<file path="src/rtl/nios_with_onchip_sdram_mem_tester.sv">
// nios_with_onchip_sdram_mem_tester
//   Avalon-MM master BIST engine for the on-chip memory. It writes seed+i to
//   word i of a region, reads the region back with pipelined reads and counts
//   the words that come back different.
//
// Ports
//   clk, reset_n          clock, asynchronous active-low reset
//   start                 one-cycle start pulse (accepted only when idle/done)
//   base_addr             byte base address (bits [1:0] ignored)
//   num_words             number of 32-bit words to test
//   seed                  pattern seed
//   busy, done, pass      run status; done pulses one cycle, pass is held
//   err_count             saturating mismatch count
//   avm_*                 Avalon-MM master interface
//
// Optional build macro MEMTEST_ERRCAP_EN adds first_err_addr, first_err_data
// and first_err_valid, which capture the first mismatch of each run.
module nios_with_onchip_sdram_mem_tester #(
  parameter int unsigned ADDR_W      = 16,
  parameter int unsigned MAX_PENDING = 4,
  parameter int unsigned CNT_W       = 16
) (
  input  logic              clk,
  input  logic              reset_n,
  input  logic              start,
  input  logic [ADDR_W-1:0] base_addr,
  input  logic [CNT_W-1:0]  num_words,
  input  logic [31:0]       seed,
  output logic              busy,
  output logic              done,
  output logic              pass,
  output logic [CNT_W-1:0]  err_count,
`ifdef MEMTEST_ERRCAP_EN
  output logic [ADDR_W-1:0] first_err_addr,
  output logic [31:0]       first_err_data,
  output logic              first_err_valid,
`endif
  output logic [ADDR_W-1:0] avm_address,
  output logic              avm_read,
  output logic              avm_write,
  output logic [31:0]       avm_writedata,
  output logic [3:0]        avm_byteenable,
  input  logic [31:0]       avm_readdata,
  input  logic              avm_readdatavalid,
  input  logic              avm_waitrequest
);

  typedef enum logic [2:0] {S_IDLE, S_WRITE, S_READ, S_DRAIN, S_DONE} state_t;

  localparam logic [3:0] MAX_P = 4'(MAX_PENDING);

  state_t            state, state_nx;
  logic [ADDR_W-1:0] base_r, addr_r;
  logic [CNT_W-1:0]  num_r, idx, rsp_i, err_r;
  logic [31:0]       wdata_r, exp_r;
  logic [3:0]        pending;
  logic              done_r, pass_r;
  logic              start_ok, wr_acc, rd_acc, rsp_ok, mism, last_idx;
`ifdef MEMTEST_ERRCAP_EN
  logic [ADDR_W-1:0] rsp_addr, cap_addr;
  logic [31:0]       cap_data;
  logic              cap_valid;
`endif

  assign start_ok = start && (state == S_IDLE || state == S_DONE);
  assign wr_acc   = avm_write && !avm_waitrequest;
  assign rd_acc   = avm_read && !avm_waitrequest;
  // Strobes arriving with nothing outstanding are stray and ignored.
  assign rsp_ok   = avm_readdatavalid && (pending != 4'd0);
  assign mism     = rsp_ok && (avm_readdata != exp_r);
  assign last_idx = (idx == num_r - CNT_W'(1));

  always_ff @(posedge clk or negedge reset_n) begin
    if (!reset_n) state <= S_IDLE;
    else          state <= state_nx;
  end

  always_comb begin
    state_nx = state;
    case (state)
      S_IDLE, S_DONE: if (start_ok) state_nx = (num_words == '0) ? S_DONE : S_WRITE;
      S_WRITE:        if (wr_acc && last_idx) state_nx = S_READ;
      S_READ:         if (rd_acc && last_idx) state_nx = S_DRAIN;
      S_DRAIN:        if (rsp_i == num_r) state_nx = S_DONE;
      default:        state_nx = S_IDLE;
    endcase
  end

  always_comb begin
    avm_write      = (state == S_WRITE);
    avm_read       = (state == S_READ) && (pending < MAX_P);
    avm_address    = (avm_write || avm_read) ? addr_r : '0;
    avm_writedata  = avm_write ? wdata_r : '0;
    avm_byteenable = (avm_write || avm_read) ? '1 : '0;
    busy           = (state == S_WRITE) || (state == S_READ) || (state == S_DRAIN);
  end

  assign done      = done_r;
  assign pass      = pass_r;
  assign err_count = err_r;
`ifdef MEMTEST_ERRCAP_EN
  assign first_err_addr  = cap_addr;
  assign first_err_data  = cap_data;
  assign first_err_valid = cap_valid;
`endif

  always_ff @(posedge clk or negedge reset_n) begin
    if (!reset_n) begin
      base_r    <= '0;
      addr_r    <= '0;
      num_r     <= '0;
      idx       <= '0;
      rsp_i     <= '0;
      err_r     <= '0;
      wdata_r   <= '0;
      exp_r     <= '0;
      pending   <= '0;
      done_r    <= 1'b0;
      pass_r    <= 1'b0;
`ifdef MEMTEST_ERRCAP_EN
      rsp_addr  <= '0;
      cap_addr  <= '0;
      cap_data  <= '0;
      cap_valid <= 1'b0;
`endif
    end else begin
      done_r <= 1'b0;
      if (start_ok) begin
        base_r    <= {base_addr[ADDR_W-1:2], 2'b00};
        addr_r    <= {base_addr[ADDR_W-1:2], 2'b00};
        num_r     <= num_words;
        idx       <= '0;
        rsp_i     <= '0;
        err_r     <= '0;
        wdata_r   <= seed;
        exp_r     <= seed;
        pending   <= '0;
        done_r    <= (num_words == '0);
        pass_r    <= (num_words == '0);
`ifdef MEMTEST_ERRCAP_EN
        rsp_addr  <= {base_addr[ADDR_W-1:2], 2'b00};
        cap_addr  <= '0;
        cap_data  <= '0;
        cap_valid <= 1'b0;
`endif
      end else begin
        // The write and read phases share one index/address pair; the last
        // write rewinds it to the base for the read pass.
        if (wr_acc) begin
          wdata_r <= wdata_r + 32'd1;
          if (last_idx) begin
            idx    <= '0;
            addr_r <= base_r;
          end else begin
            idx    <= idx + CNT_W'(1);
            addr_r <= addr_r + ADDR_W'(4);
          end
        end else if (rd_acc) begin
          idx    <= idx + CNT_W'(1);
          addr_r <= addr_r + ADDR_W'(4);
        end

        case ({rd_acc, rsp_ok})
          2'b10:   pending <= pending + 4'd1;
          2'b01:   pending <= pending - 4'd1;
          default: ;
        endcase

        if (rsp_ok) begin
          rsp_i <= rsp_i + CNT_W'(1);
          exp_r <= exp_r + 32'd1;
`ifdef MEMTEST_ERRCAP_EN
          rsp_addr <= rsp_addr + ADDR_W'(4);
`endif
        end
        if (mism && err_r != '1) err_r <= err_r + CNT_W'(1);
`ifdef MEMTEST_ERRCAP_EN
        if (mism && !cap_valid) begin
          cap_addr  <= rsp_addr;
          cap_data  <= avm_readdata;
          cap_valid <= 1'b1;
        end
`endif
        if (state == S_DRAIN && rsp_i == num_r) begin
          done_r <= 1'b1;
          pass_r <= (err_r == '0);
        end
      end
    end
  end

endmodule
</file>
<file path="config.mk">
export PLATFORM = sky130hd
export DESIGN_NAME = nios_with_onchip_sdram_mem_tester
export DESIGN_NICKNAME = d
export VERILOG_FILES = /design/src/rtl/nios_with_onchip_sdram_mem_tester.sv
export SDC_FILE = /design/constraint.sdc
export NUM_CORES = 1
export LEC_CHECK = 0
export ABC_AREA = 1
export BUFFER_PORTS_ARGS = -buffer_cell sky130_fd_sc_hd__buf_2
export CAP_MARGIN = 20
export CORE_ASPECT_RATIO = 0.9
export CORE_UTILIZATION = 40
export CTS_BUF_LIST = sky130_fd_sc_hd__clkbuf_8
export DETAILED_ROUTE_END_ITERATION = 8
export PLACE_DENSITY = 0.68
export SYNTH_ARGS = -nofsm -noshare
export SYNTH_HDL_FRONTEND = slang
export SYNTH_SLANG_ARGS = --single-unit
</file>
<file path="constraint.sdc">
create_clock -name clk -period 2.4 [get_ports clk]
set_input_delay 0.24 -clock clk [delete_from_list [all_inputs] [get_ports clk]]
set_output_delay 0.24 -clock clk [all_outputs]
set_load 0.03 [all_outputs]
</file>
# [After elaboration in Yosys (flattened, before gate mapping)]
# Index checks and enable logic that the tools add are counted.
# W data, S select, Z words.
[word_totals] register_bits=167 latch_bits=0 mem_bits_rw=0 mem_bits_ro=0 output_inout_bits=73 word_cells=94 mem_count=0
[classes] addsub=9 mul=0 div=0 n_lt_le_gt_ge=1 eq_ne=14 shifts=0 muxes=31 n_bitwise=0 reduce_logical=27
[op_table] cell="$mux W16" count=13
[op_table] cell="$mux W32" count=5
[op_table] cell="$add A32 B1 Y32 const B" count=2
[op_table] cell="$add A16 B1 Y16 const B" count=3
[op_table] cell="$eq A16 B16 Y1" count=2
[op_table] cell="$logic_not A16 Y1" count=2
[op_table] cell="$ne A32 B32 Y1" count=1
[op_table] cell="$add A16 B3 Y16 const B" count=1
[op_table] cell="$ne A16 B16 Y1 const B" count=1
[op_table] cell="$sub A16 B1 Y16 const B" count=1
[op_table] cell="$mux W3" count=5
[op_table] cell="$pmux W3 S4" count=1
[op_table] cell="$logic_and A1 B1 Y1" count=10
[op_table] cell="$mux W4" count=2
[op_table] cell="$pmux W4 S2" count=1
[op_table] cell="$reduce_bool A2 Y1" count=4
[op_table] cell="$eq A3 B2 Y1 const B" count=2
[op_table] cell="$ne A2 B2 Y1 const B" count=3
[op_table] cell="$reduce_bool A3 Y1" count=2
[op_table] cell="$add A4 B1 Y4 const B" count=1
[op_table] cell="$logic_or A1 B1 Y1" count=4
[op_table] cell="$lt A4 B3 Y1 const B" count=1
[op_table] cell="$mux W1" count=4
[op_table] cell="$reduce_and A4 Y1" count=1
[op_table] cell="10 further kinds" count=10

# [Depth between registers and ports, before layout]
# Gate-level depths: netlist (run 1).
[logic_depth] word_depth=6 depth_mapped=17

# [Worst setup path after synthesis (run 1)]
# Ideal clock, no wire load.
[synth_path] path_type="reg-to-output" from="register state[2]" to="output avm_address[10]" arrival_time_ns=2.265 slack_ns=-0.105 path_stages_with_launch=7 n_path_buf=1 path_cell_list="dfrtp_1 -> nor3_2 -> inv_2 -> nand2_1 -> inv_1 -> clkbuf_1 -> nor2_1"
[synth_between] word_cells_on_any_way=5 cone_classes="eq/ne (2); mux (1); reduce/logical (2)"
[synth_rtl] item="from (decl)" line="52" rtl="state_t state, state_nx;"
[synth_rtl] item="from (signal assigned)" line="75" rtl="else state <= state_nx;"
[synth_rtl] item="$eq A3 B1 Y1" line="90" rtl="avm_write = (state == S_WRITE);"
[synth_rtl] item="via avm_write" line="40" rtl="output logic avm_write,"
[synth_rtl] item="$logic_or A1 B1 Y1" line="92" rtl="avm_address = (avm_write || avm_read) ? addr_r : '0;"
[synth_rtl] item="$mux W16" line="92"
[synth_rtl] item="to (decl)" line="38" rtl="output logic [ADDR_W-1:0] avm_address,"
# The timed path passes the listed nets, and every way through them passes these cells.

# [Worst setup path in the final report (run 1)]
[layout_path] from="register state[2]" to="output avm_address[9]"
[layout_between] elab_chain_len=4 word_cells_on_any_way=5 cone_classes="eq/ne (2); mux (1); reduce/logical (2)"
[layout_rtl] item="$eq A3 B2 Y1" line="91" rtl="avm_read = (state == S_READ) && (pending < MAX_P);"
[layout_rtl] item="$logic_and A1 B1 Y1" line="91"
[layout_rtl] item="$logic_or A1 B1 Y1 *" line="92"
[layout_rtl] item="$mux W16 *" line="92"
# Mark *: on every way between the ends. The rest lies on a longest branch, timed or not.

==> metrics.cfg, run 1 <==
[place]
place_inst=2129
hpwl_um=24900
gp_congestion=0.936
port_buffers=169
place_area_mm2=0.0127

[synthesis]
ys_async_sr_fraction=1.00
synth_compound_area_frac=0.109
synthXorXnorAreaFrac=0.104
muxShareOfSynthArea=0
ys.flop_type=dfrtp_1
synth_seq_cells=165
ys_warn_count=0
syn_inst=1635
ys_seq_area_frac=0.362
yosysUniqueCellTypes=47
synth-edff-count=0
syn_avg_cell_area_um2=6.97
yosys.area_share.adder=0.0127
mappedNetlistArea_mm2=0.0114
synth_top_family_by_area=simple AND/OR/NAND/NOR gates
synth-simple-area-share=0.316

[worst_hold_path]
min_path_type=in -> reg

[die]
die-height_um=162
ios=174
fp.dieW_um=180
core-area_mm2=0.0279
die_area_mm2=0.0292
row_count=58
start_util=0.408

[drt]
wl_per_cell_um=15.4
wirelength_um=33800
vias=11400
dr.pass1.iters=9
viasPerCell=5.17
drt_iter0_drc=915
drtAntennaViolNets=0
drc=20

[run]
cap_violations=0

[cells_and_area]
final_cell_mix=nand2_1 (370), nor2_1 (228), inv_1 (193), dfrtp_1 (162), buf_2 (161)
final_nets=1938
synthToLayoutAreaGrowth_pct=19.8
layout_commonest_cell=nand2_1
fillers=2761
design_area_mm2=0.0137
drive_gt1_frac=0.168
finalNonFillerCells=2200

[clock_tree]
clock_path_buffers=2
root_buffer=clkbuf_8
clkTransAtPathRegs_ns=0.11
cts_max_level=4
cts_sinks=165
clkLatencyLatePin_ns=0.51
cts_made_buffers=17
cts_tree=yes

[outcome]
status=finished, violations left
violations=design-rule violations

[power]
p_seq_frac=0.317
p_leak_nw=6.68
clkPwrFrac=0.120
peakVddDrop_mv=0.746
swShare=0.527
intPower_mw=8.35
p_sw_mw=9.31
p_per_area_mw_per_mm2=1290
pwr-share-comb=0.563

[grt]
grt_pass1_vias=10300
antenna_found_initial=1
grtUsageTotal=0.230
grt_pass1_wl_um=53400
grt_max_degree=53
grt_overflow=0

[timing]
fin_crit_sh=0.952
clock_skew_ns=0.0281
hold_viol=0
slew_violations=0
setup_viol=0
setup_tns_ns=0
finalCriticalPeriod_ns=2.29
tightest_slew_ns=0.563
fmax_mhz=438
relSlewSlack=0.621

[worst_setup_path]
crit_family=buffers and inverters
ff2ff_setup_slack_ns=0.17
worst_setup_path_start_kind=register
critical_path.endpoint_type=output pin
critPathMaxStageDelay_ns=0.47
required_ns=2.16
crit_chain=nor3_4, inv_4, buf_12, nand2_8, clkinvlp_4, nor2_1, buf_2
cp_num_buf_inv=4
path_class=reg -> out
path_max_fanout=7
cp_data_arrival_time_ns=2.05
crit_path_top_delay_cell=dfrtp_2

[worst min-delay path, delay by kind of cell]
| kind | cells | cell delay, ns |
|---|---|---|
| and+or+nand+nor | 1 | 0.09 |
| AOI/OAI and AO/OA | 1 | 0.08 |
| buffers and inverters | 1 | 0.08 |
[state kept, by name (all words and copies together), names as in the netlist, 4 cells and up]
| register | count |
|---|---|
| exp_r | 32 |
| wdata_r | 32 |
| err_count | 16 |
| idx | 16 |
| num_r | 16 |
| rsp_i | 16 |
| addr_r | 14 |
| base_r | 14 |
| pending | 4 |
[synth_stat cells, drive strengths merged (10+ instances only)]
master    n  area share
nand2   377        0.12
ha       10       0.011
nand4    39       0.021
a21oi    40       0.018
nand3    89       0.041
xnor2    53       0.041
nor2    255       0.090
a31oi    34       0.019
nor3     46       0.021
o21ai    94       0.041
clkbuf   42       0.014
inv     200       0.066
dfrtp   165        0.36
xor2     82       0.063
o21bai   13      0.0086
o22ai    19       0.011
buf      27       0.015
nor4     16      0.0088
[cell type report]
| class | instances | area, µm² | share of cell area |
|---|---|---|---|
| clock inverters | 15 | 164 | 0.0120 |
| well taps | 360 | 450 | 0.0330 |
| diodes | 1 | 2.50 | 0.000183 |
| multi-input cells | 1200 | 6310 | 0.462 |
| repair inverters | 1 | 7.51 | 0.000550 |
| repair buffers | 239 | 1590 | 0.116 |
| flip-flops and latches | 165 | 4130 | 0.303 |
| inverters | 202 | 767 | 0.0562 |
| clock buffers | 17 | 234 | 0.0171 |
[per-layer routing]
layer  track usage  wire length, µm
met4        0.0666              617
met2         0.353            15100
met1         0.328            16000
met3        0.0433             2060
met5             0                0
[through the flow]
stage / utilization / hold WS, ns / setup slack [ns] / power (mW)
4_1_cts: 0.479 / 0.00420 / 0.00445 / 17.2
3_3_place_gp: 0.454 / 0.253 / 0.157 / 14.6
2_1_floorplan: - / -0.0556 / 0.0726 / 12.4
5_1_grt: 0.488 / 0.0252 / -0.0109 / 19.1
6_report: 0.489 / 0.0262 / 0.115 / 17.7
3_5_place_dp: 0.454 / 0.251 / 0.0958 / 14.9
[worst paths after layout]
kind	start	endpoint	cells past startpoint
worst min-delay path	seed[2]	exp_r[2]	3
worst max-delay path	state[2]	avm_address[9]	7
max in group asynchronous	reset_n	pass	3
min in group asynchronous	reset_n	pending[1]	2
worst min register to register	base_r[8]	base_r[8]	2
worst max register to register	num_r[0]	addr_r[2]	15
[cells by family after synthesis]
group,after synthesis
AOI/OAI and AO/OA,217
xor gates and xnor gates,135
adders and majority gates,11
buffers and inverters,271
DFF,165
other,1
and+or+nand+nor,835
[repair_timing]
action                                 in CTS  in global routing
pin swaps                                   1                  9
resized for setup                          10                 46
setup buffers                               2                  7
endpoints found under the hold margin      74                  0
setup endpoints to repair                  14                 66
gates cloned                                1                  2
hold buffers                               26                  0
[power by group through the flow]
stage | Combinational (mW) | Sequential [mW] | Clock [mW]
floorplan | 7.15 | 5.21 | 0
global placement | 9.09 | 5.55 | 0
detailed placement | 9.29 | 5.59 | 0
CTS | 9.49 | 5.55 | 2.15
global route | 11.1 | 5.77 | 2.26
finish | 9.94 | 5.60 | 2.11
No activity file was read; power rests on OpenSTA's default activity.
==> inputs of run 2 (changes only) <==
--- a/config.mk
+++ b/config.mk
@@ -9,9 +9,11 @@
 export BUFFER_PORTS_ARGS = -buffer_cell sky130_fd_sc_hd__buf_2
 export CAP_MARGIN = 20
 export CORE_ASPECT_RATIO = 0.9
+export CORE_MARGIN = 5
 export CORE_UTILIZATION = 40
 export CTS_BUF_LIST = sky130_fd_sc_hd__clkbuf_8
 export DETAILED_ROUTE_END_ITERATION = 8
+export HOLD_SLACK_MARGIN = 0.15
 export PLACE_DENSITY = 0.68
 export SYNTH_ARGS = -nofsm -noshare
 export SYNTH_HDL_FRONTEND = slang
==> metrics.cfg, run 2 (same netlist as run 1, synthesis figures left out) <==
[outcome]
status=completed

[clock_tree]
clock_path_buffers=2
cts_tree=yes
clkLatencyLatePin_ns=0.48
clkTransAtPathRegs_ns=0.11
cts_max_level=4
cts_sinks=165
root_buffer=clkbuf_8
cts_made_buffers=17

[timing]
setup_tns_ns=0
fmax_mhz=443
layout_setup_ws_ns=0.144
clock_skew_ns=0.0260
rsz0062_at_grt=true
slew_violations=0
setup_viol=0
fin_crit_sh=0.940
relSlewSlack=0.460
hold_viol=0
finalCriticalPeriod_ns=2.26
tightest_slew_ns=0.811

[cells_and_area]
finalNonFillerCells=2227
final_cell_mix=nand2_1 (371), nor2_1 (237), inv_1 (192), buf_2 (167), dfrtp_1 (162)
synthToLayoutAreaGrowth_pct=21.4
design_area_mm2=0.0138
final_nets=1965
multi_input_area_mm2=0.00624
layout_commonest_cell=nand2_1
regArea_mm2=0.00413
largestRegisters=exp_r (32), wdata_r (32)
fillers=2763
drive_gt1_frac=0.156

[die]
ios=174
die-height_um=170
start_util=0.407
die_area_mm2=0.0320
row_count=58
fp.dieW_um=188
core-area_mm2=0.0280

[place]
gp_congestion=0.905
port_buffers=169
hpwl_um=25500
dp_slack_ns=0.0815
place_inst=2129
place_area_mm2=0.0127

[drt]
dr.pass1.iters=5
viasPerCell=5.13
wl_per_cell_um=15.5
drt_iter0_drc=907
drc=0
wirelength_um=34500
vias=11400
drtAntennaViolNets=0

[worst_hold_path]
hp-start=seed[6]
hold_path_end=wdata_r[6]
min_path_type=in -> reg
min_path_cells=5

[worst_setup_path]
ff2ff_path_depth=9
r2r-start=exp_r[2]
path_class=reg -> out
regToRegEndpoint=err_count[1]
worst_setup_path_start_kind=register
critical_path.endpoint_type=output pin
required_ns=2.16
ff2ff_setup_slack_ns=0.18
path_max_fanout=14
cp_data_arrival_time_ns=2.02

[grt]
grt_pass1_wl_um=55300
grtUsageTotal=0.212
grt_pass1_vias=10700
antenna_found_initial=4
grt_overflow=0
grt_max_degree=78

[run]
cap_violations=0

[power]
p_leak_nw=6.78
peakVddDrop_mv=0.666
p_per_area_mw_per_mm2=1260

run 2: cell count changes in the layout (fill, tap and decap cells not counted), sizes merged:
cell	change
dlygate4sd3	+33
clkinvlp	-2
buf	-4
run 2: routing by layer:
metal  wire length [µm]  vias up  GRT usage
met4                721        6     0.0574
met3               2590       55     0.0523
met5                 47        -          0
li1                   -     5682          -
met2              15300      389      0.326
met1              15900     5289      0.299
run 2: worst max path at each step:
stage          startpoint              end  slack [ns]  depth (start not counted)
2_1_floorplan    state[2]  avm_address[10]        0.07                          6
6_report         state[2]  avm_address[11]        0.14                          7
3_5_place_dp     state[2]       pending[3]        0.08                         10
5_1_grt        pending[0]        rsp_i[14]       -0.01                         12
3_3_place_gp     state[2]           idx[0]        0.18                          9
4_1_cts          state[2]  avm_address[15]       0.003                          7
run 2: report_power, final:
group	internal, mW	switching [mW]
Sequential	3.97	1.61
Combinational	3.46	6.25
Clock	0.819	1.30
Total	8.25	9.16
run 2: repair_timing:
item                                   4_1_cts  5_1_grt
hold buffers                                59        0
resized for setup                            3       20
setup endpoints to repair                   14       65
endpoints found under the hold margin      160        0
cloned                                       0        1
setup buffers                                1        4
pin swaps                                    0        3
run 2: through the flow:
step	util	hold slack [ns]	total power, mW
after floorplan	-	-0.0556	12.4
final	0.494	0.213	17.4
after CTS	0.490	0.184	17.3
after global placement	0.453	0.327	14.7
after global routing	0.494	0.222	18.9
after detailed placement	0.453	0.329	15.0
run 2: layout make-up:
class / count / area share
clock inverters: 14 / 0.0111
inverters: 202 / 0.0553
diodes: 1 / 0.000181
repair buffers: 267 / 0.133
multi-input cells: 1200 / 0.451
flip-flops and latches: 165 / 0.299
well taps: 360 / 0.0326
clock buffers: 18 / 0.0179
run 2: critical path: stages (launching register included):
cell and delay, ns:
dfrtp_2 0.48, nor3_4 0.23, nand2_1 0.15, nand2_4 0.12, clkinvlp_4 0.10, buf_12 0.15, nor2_1 0.10, buf_2 0.21
==> inputs of run 3 (changes only) <==
--- a/config.mk
+++ b/config.mk
@@ -14,7 +14,7 @@
 export CTS_BUF_LIST = sky130_fd_sc_hd__clkbuf_8
 export DETAILED_ROUTE_END_ITERATION = 8
 export HOLD_SLACK_MARGIN = 0.15
-export PLACE_DENSITY = 0.68
+export PLACE_DENSITY = 0.66
 export SYNTH_ARGS = -nofsm -noshare
 export SYNTH_HDL_FRONTEND = slang
 export SYNTH_SLANG_ARGS = --single-unit
==> constraint.sdc (replaced) <==
create_clock -name clk -period 2.3 [get_ports clk]
set_input_delay 0.23 -clock clk [delete_from_list [all_inputs] [get_ports clk]]
set_output_delay 0.23 -clock clk [all_outputs]
set_load 0.03 [all_outputs]
==> metrics.cfg, run 3 (same netlist as run 1, synthesis figures left out) <==
[outcome]
status=completed

[cells_and_area]
layout_commonest_cell=nand2_1
final_nets=2004
synthToLayoutAreaGrowth_pct=27.6
largestRegisters=exp_r (32), wdata_r (32)
final_cell_mix=nand2_1 (371), nor2_1 (207), inv_1 (191), dfrtp_1 (161), buf_2 (143)
drive_gt1_frac=0.190

[die]
start_util=0.407
ios=174
core-area_mm2=0.0280
fp.dieW_um=188
row_count=58
die_area_mm2=0.0320
die-height_um=170

[timing]
clock_skew_ns=0.0294
fmax_mhz=441
hold_viol=0
relSlewSlack=0.586
layout_setup_ws_ns=0.0305
setup_viol=0
setup_tns_ns=0
rsz0062_at_grt=true
tightest_slew_ns=0.616
slew_violations=0
fin_crit_sh=0.987
finalCriticalPeriod_ns=2.27

[clock_tree]
root_buffer=clkbuf_8
clkTransAtPathRegs_ns=0.11
cts_max_level=4
cts_made_buffers=17
cts_sinks=165
cts_tree=yes
clock_path_buffers=2
clkLatencyLatePin_ns=0.48

[grt]
grt_pass1_wl_um=56700
grt_max_degree=58
antenna_found_initial=4
grt_overflow=0
grt_pass1_vias=11000
grtUsageTotal=0.218

[drt]
vias=11700
drt_iter0_drc=899
wl_per_cell_um=15.8
drc=0
drtAntennaViolNets=0
dr.pass1.iters=5
wirelength_um=35900
viasPerCell=5.16

[worst_setup_path]
crit_chain=buf_6, nor3_4, inv_4, nand2_8, clkinvlp_4, clkbuf_16, nor2_4, buf_6
path_class=reg -> out
required_ns=2.07
cp_num_buf_inv=5
critPathMaxStageDelay_ns=0.43
crit_family=buffers and inverters
worst_setup_path_start_kind=register
cp_common_cell=buf_6
path_max_fanout=7
crit_path_top_delay_cell=dfrtp_1
critical_path.endpoint_type=output pin
cp_data_arrival_time_ns=2.04

[place]
hpwl_um=26200
gp_congestion=0.916
dp_slack_ns=-0.0480
port_buffers=169

[power]
p_per_area_mw_per_mm2=1330
p_leak_nw=7.03
peakVddDrop_mv=0.828

[worst_hold_path]
min_path_type=in -> reg

[run]
cap_violations=0

==> run 3: cell types whose count changed in the layout (fill, tap and decap cells not counted), sizes merged <==
cell / delta
buf: +37
clkinv: +2
inv: -1
dlygate4sd3: +2
clkbuf: -1
diode: +1
==> run 3: area by class of cell <==
cell class	count	area (µm²)
Fill cell	2729	13500
Multi-Input combinational cell	1200	6450
Sequential cell	165	4130
Timing Repair Buffer	306	2330
Inverter	202	771
Tap cell	360	450
Clock buffer	17	234
Clock inverter	15	161
Antenna cell	2	5.00
==> run 3: path summary, 6_finish.rpt <==
path / start / to / slack [ns] / cells after the start
setup / recovery: state[2] / avm_address[3] / 0.03 / 8
hold / removal: seed[17] / wdata_r[17] / 0.19 / 5
setup reg to reg: num_r[4] / addr_r[11] / 0.10 / 11
hold reg to reg: base_r[10] / base_r[10] / 0.50 / 2
max in group asynchronous: reset_n / rsp_i[15] / 1.28 / 3
min in group asynchronous: reset_n / wdata_r[25] / 0.29 / 2
==> run 3: repair_timing <==
item / 4_1_cts / 5_1_grt
gates cloned: 1 / 2
setup buffers: 7 / 9
endpoints found under the setup margin: 20 / 125
hold buffers: 61 / 0
endpoints found under the hold margin: 141 / 0
resized for setup: 35 / 117
pin swaps: 2 / 3
==> run 3: through the flow <==
stage	cell area, µm²	std cells	power [mW]	util	hold WS, ns
final	14500	2267	19.3	0.519	0.193
after global placement	12900	2154	15.5	0.459	0.261
after detailed placement	12900	2154	15.8	0.459	0.272
after CTS	14100	2255	18.5	0.503	0.153
after floorplan	11400	1636	12.9	-	-0.0656
after global routing	14500	2266	20.9	0.519	0.207
==> run 3: report_power, final <==
group | internal, mW | switching (mW)
Clock | 0.818 | 1.35
Sequential | 4.14 | 1.66
Combinational | 4.34 | 7.00
Total | 9.30 | 10.0
==> run 3: worst register-to-register path: stages, from the launching register on <==
cell      delay [ns]
dfrtp_1         0.48
nor2_1          0.26
nand3_1         0.20
inv_1           0.09
nand2_1         0.06
xor2_1          0.19
nand2_1         0.12
nor2_4          0.16
nand3_4         0.11
buf_12          0.18
o21ai_0         0.16
o21bai_1        0.08
==> run 3: metal layers <==
metal | track usage | wire length, µm | vias up
met2 | 0.335 | 15900 | 375
met5 | 0 | 41 | -
met4 | 0.0737 | 891 | 6
met1 | 0.309 | 16600 | 5471
li1 | - | - | 5788
met3 | 0.0425 | 2410 | 64
